### src/rtl/biquad8_coeff_sequencer.sv
// rtl/biquad8_coeff_sequencer.sv - shadow coefficient store streamed into the biquad8 cascade chain
// Host writes fill the shadow; a commit streams it high index first, then strobes the B2 load.
module biquad8_coeff_sequencer #(
  parameter int NSAMP = 8,
  parameter int CBITS = 18
) (
  input  logic                                 clk,
  input  logic                                 rst,
  input  logic                                 wr_valid_i,
  output logic                                 wr_ready_o,
  input  logic [$clog2(2*(NSAMP-2))-1:0]       wr_addr_i,
  input  logic [CBITS-1:0]                     wr_dat_i,
  input  logic                                 commit_i,
  output logic                                 busy_o,
  output logic                                 done_o,
  output logic                                 addr_err_o,
  output logic [15:0]                          update_count_o,
  output logic [CBITS-1:0]                     coeff_dat_o,
  output logic                                 coeff_wr_o,
  output logic                                 coeff_update_o
);

  localparam int NCOEFF = 2 * (NSAMP - 2);
  localparam int AW = $clog2(NCOEFF);
  localparam logic [AW-1:0] LAST = AW'(NCOEFF - 1);

  typedef enum logic [1:0] {IDLE, LOAD, UPDATE, DONE} state_t;

  state_t           state_q, state_d;
  logic [AW-1:0]    cnt_q, cnt_d;
  logic             pending_q, pending_d;
  logic [CBITS-1:0] shadow_q [NCOEFF];

  logic             wr_ready_q, wr_ready_d;
  logic             busy_q, busy_d;
  logic             done_q, done_d;
  logic             addr_err_q, addr_err_d;
  logic [15:0]      count_q, count_d;
  logic [CBITS-1:0] coeff_dat_q, coeff_dat_d;
  logic             coeff_wr_q, coeff_wr_d;
  logic             coeff_update_q, coeff_update_d;
  logic             wr_accept;

  assign wr_accept = wr_valid_i & wr_ready_q;

  always_ff @(posedge clk or posedge rst) begin
    if (rst) begin
      state_q   <= IDLE;
      cnt_q     <= '0;
      pending_q <= 1'b0;
    end else begin
      state_q   <= state_d;
      cnt_q     <= cnt_d;
      pending_q <= pending_d;
    end
  end

  // A commit that arrived while busy is replayed straight from DONE (or from IDLE if it landed in DONE).
  always_comb begin
    state_d = state_q;
    case (state_q)
      IDLE:    if (commit_i || pending_q) state_d = LOAD;
      LOAD:    if (cnt_q == '0) state_d = UPDATE;
      UPDATE:  state_d = DONE;
      DONE:    state_d = pending_q ? LOAD : IDLE;
      default: state_d = IDLE;
    endcase
  end

  always_comb begin
    cnt_d = cnt_q;
    if (state_q != LOAD && state_d == LOAD) begin
      cnt_d = LAST;
    end else if (state_q == LOAD && cnt_q != '0) begin
      cnt_d = cnt_q - 1'b1;
    end

    pending_d = pending_q;
    if (state_q != LOAD && state_d == LOAD) begin
      pending_d = 1'b0;
    end else if (commit_i && state_q != IDLE) begin
      pending_d = 1'b1;
    end

    wr_ready_d     = (state_d == IDLE);
    busy_d         = (state_d != IDLE);
    done_d         = (state_d == DONE);
    coeff_wr_d     = (state_d == LOAD);
    coeff_update_d = (state_d == UPDATE);
    addr_err_d     = wr_accept && (wr_addr_i > LAST);
    count_d        = (state_d == DONE) ? count_q + 16'd1 : count_q;
    // Data trails the shift enable by one cycle; the down-counter doubles as the read index.
    coeff_dat_d    = coeff_wr_q ? shadow_q[cnt_q] : '0;
  end

  always_ff @(posedge clk or posedge rst) begin
    if (rst) begin
      wr_ready_q     <= 1'b0;
      busy_q         <= 1'b0;
      done_q         <= 1'b0;
      addr_err_q     <= 1'b0;
      count_q        <= '0;
      coeff_dat_q    <= '0;
      coeff_wr_q     <= 1'b0;
      coeff_update_q <= 1'b0;
    end else begin
      wr_ready_q     <= wr_ready_d;
      busy_q         <= busy_d;
      done_q         <= done_d;
      addr_err_q     <= addr_err_d;
      count_q        <= count_d;
      coeff_dat_q    <= coeff_dat_d;
      coeff_wr_q     <= coeff_wr_d;
      coeff_update_q <= coeff_update_d;
    end
  end

  always_ff @(posedge clk or posedge rst) begin
    if (rst) begin
      for (int k = 0; k < NCOEFF; k++) shadow_q[k] <= '0;
    end else if (wr_accept && wr_addr_i <= LAST) begin
      shadow_q[wr_addr_i] <= wr_dat_i;
    end
  end

  assign wr_ready_o     = wr_ready_q;
  assign busy_o         = busy_q;
  assign done_o         = done_q;
  assign addr_err_o     = addr_err_q;
  assign update_count_o = count_q;
  assign coeff_dat_o    = coeff_dat_q;
  assign coeff_wr_o     = coeff_wr_q;
  assign coeff_update_o = coeff_update_q;

endmodule

### config.mk
export PLATFORM = sky130hd
export DESIGN_NAME = biquad8_coeff_sequencer
export DESIGN_NICKNAME = d
export VERILOG_FILES = /design/src/rtl/biquad8_coeff_sequencer.sv
export SDC_FILE = /design/constraint.sdc
export NUM_CORES = 1
export LEC_CHECK = 0
export CAP_MARGIN = 40
export CORE_MARGIN = 2
export CORE_UTILIZATION = 30
export DETAILED_ROUTE_END_ITERATION = 10
export PLACE_DENSITY_LB_ADDON = 0.08
export RECOVER_POWER = 50
export SYNTH_ARGS = -nofsm -noshare
export SYNTH_HDL_FRONTEND = slang
export SYNTH_SLANG_ARGS = --single-unit
### constraint.sdc
create_clock -name clk -period 9.4 [get_ports clk]
set_clock_uncertainty 0.15 [all_clocks]
set_input_delay 1.88 -clock clk [delete_from_list [all_inputs] [get_ports clk]]
set_output_delay 1.88 -clock clk [all_outputs]
set_load 0.03 [all_outputs]
==> metrics.txt <==
max cap viols 6; die area 40400 um2; Clock Path Buffers 3; P per Cell Area roughly 240 nW/um2; core area 38500 um2; CP Capture Type asynchronous set/reset pin; die boundary height 201 um; CP Capture Point shadow_q[28]; Required @ worst endpoint 9.78 ns; htree depth 1; vias after detailed routing 6804; Layout Nets 906; WL/cell 20.9 um; hpwl dp between 15000 and 20000 um; commonest non-fill, non-tap cell in the layout dfrtp_1; setup repair after global routing missed its margin no; status complete, but fails checks; sw frac 0.313; failing checks capacitance limit, slew limit; Die Span X between 200 and 250 um; worst hold path type flop to flop; Syn Nets between 800 and 900; aggregate global-route resource usage 0.150; Post-Syn Area 11600 um2; commonest non-fill, non-tap cells in the layout 262 x dfrtp_1, 206 x mux2_2, 61 x mux2i_1; switching power 1040 uW; diode count 0; area share of the largest cell type after synthesis 0.565; hold buffers post-CTS 0; Hold Vio Cnt, Final 0; DRT Pass-1 Iters 4; initial antenna violation count 0; Comb pwr share 0.252; synth top area cells dfrtp_1 57%, mux2_2 20%, mux2i_1 5.2%; Slew Limit Fails between 150 and 200; Reg clk slew, reported paths 0.06 ns; IR drop worst, VDD 0.163 mV; share of layout cells above drive strength 1 0.334; vias in the first global route just under 8000; overall power 3310 uW; clock sinks 263; most common flop cell mapped by yosys dfrtp_1; final WL around 30000 um; asr flop ratio synth 1.00; max_slew headroom -2.18; overflow left after global routing 0; internal power component between 2000 and 2500 uW; Iteration-0 DRC Markers 254; Leakage 0.00659 uW; Crit Path Category input port to asynchronous set/reset pin; synthesized area per cell 14.2 um2; final worst path period share 0.594; reg2reg start cnt_q[0]; Layout area overhead 18.3%; Clk pwr share 0.350; Post-synth EDFFs 0; Seq cells post-synth 263; Setup crit start kind input port; final setup fails 0; global-route wire length before repair 46700 um; critical register-to-register path endpoint cnt_q[3]; R2R depth 7; Post-DRT Antenna Nets 0; post-cts resize count 0; Placer Congestion 0.710; Post-route DRC 0; root buffer cell clkbuf_16; FMAX 179 MHz; worst path arrival time 5.96 ns; Buffers on Ports 65; Tmin final 5.59 ns; synth unique cells 43; post-CTS setup buffers 0; Yosys warning count 0; worst skew pair latency roughly 0.56 ns; Mapped Cells roughly 800; CTS tree done; CP startpoint rst; largest net degree at the start of global routing about 160; worst reg2reg setup slack between 5 and 6 ns; post-synth top area cell dfrtp_1; worst-path maximum fanout 161; actual slew at the worst max-slew pin 4.74 ns; setup TNS 0 ns; # IOs 66; cts bufs inserted 31; starting density of the core 0.303; vias per cell 4.80; Rows slightly above 70; sequential share of the synthesized area 0.565; Sequential Power Share 0.398
[state kept, by name, indices dropped and copies added (netlist names)]
name,count
addr_err_o,1
busy_o,1
cnt_q,4
coeff_dat_o,18
coeff_update_o,1
coeff_wr_o,1
done_o,1
pending_q,1
shadow_q,216
state_q,2
update_count_o,16
wr_ready_o,1
[metrics by stage]
stage / hold slack (ns) / setup slack, ns / utilization / instances / cell area [um2]
floorplan: 0.324 / 0.130 / - / 818 / 11600
global placement: 0.321 / 4.81 / 0.333 / 1359 / 12800
detailed placement: 0.340 / 5.05 / 0.335 / 1363 / 12900
CTS: 0.352 / 5.58 / 0.360 / 1418 / 13900
global route: 0.359 / 3.12 / 0.358 / 1418 / 13800
finish: 0.340 / 3.81 / 0.358 / 1418 / 13800
[cells by family after synthesis]
kind of cell / after synthesis / share of synthesized area
multiplexers: 301 / 0.311
flip-flops: 263 / 0.565
AND/OR/NAND/NOR: 115 / 0.0496
buffers and inverters: 65 / 0.0275
AO/OA/AOI/OAI: 57 / 0.0333
XOR/XNOR: 15 / 0.0113
adder cells (fa/ha/maj): 2 / 0.00215
[power by group through the flow]
stage          registers [uW]  clock network, uW  logic [uW]
2_1_floorplan            1340                  0         519
3_3_place_gp             1330                  0         823
3_5_place_dp             1340                  0         856
4_1_cts                  1320               1200         859
5_1_grt                  1330               1250         906
6_report                 1320               1160         832
[cells in the mapped netlist (all sizes together) (6+ instances only)]
library cell	n
a22oi	26
buf	32
clkbuf	27
dfrtp	263
mux2	216
mux2i	61
mux4	24
nand2	48
nand2b	7
nand3	7
nor2	24
nor3	9
o21ai	15
o31ai	6
xnor2	9
xor2	6
[worst min-delay path by stage]
stage | end | cells after the start | from
6_report | shadow_q[127] | 1 | shadow_q[127]
5_1_grt | shadow_q[207] | 1 | shadow_q[207]
4_1_cts | update_count_o[13] | 1 | update_count_o[13]
3_5_place_dp | update_count_o[13] | 1 | update_count_o[13]
3_3_place_gp | update_count_o[15] | 1 | update_count_o[15]
2_1_floorplan | shadow_q[178] | 1 | shadow_q[178]
[layer usage]
| metal | part of all wire | wire (um) | GRT usage |
|---|---|---|---|
| met4 | 0.028 | 814 | 0.0431 |
| met1 | 0.44 | 13100 | 0.192 |
| met3 | 0.028 | 840 | 0.0244 |
| met5 | 0 | 0 | 0 |
| met2 | 0.50 | 14800 | 0.261 |
[area by class of cell]
type	count	area, um2
clock buffers	49	933
clock inverters	6	55.1
fillers	3724	24700
inverters	6	23.8
multi-input cells	490	4690
flip-flops and latches	263	6590
well taps	518	648
repair buffers	86	841
[worst max-delay path: stages]
cell	delay (ns)
dlygate4sd3_1	0.55
clkinvlp_2	2.63
buf_12	0.57
(Power assumes the default switching activity.)
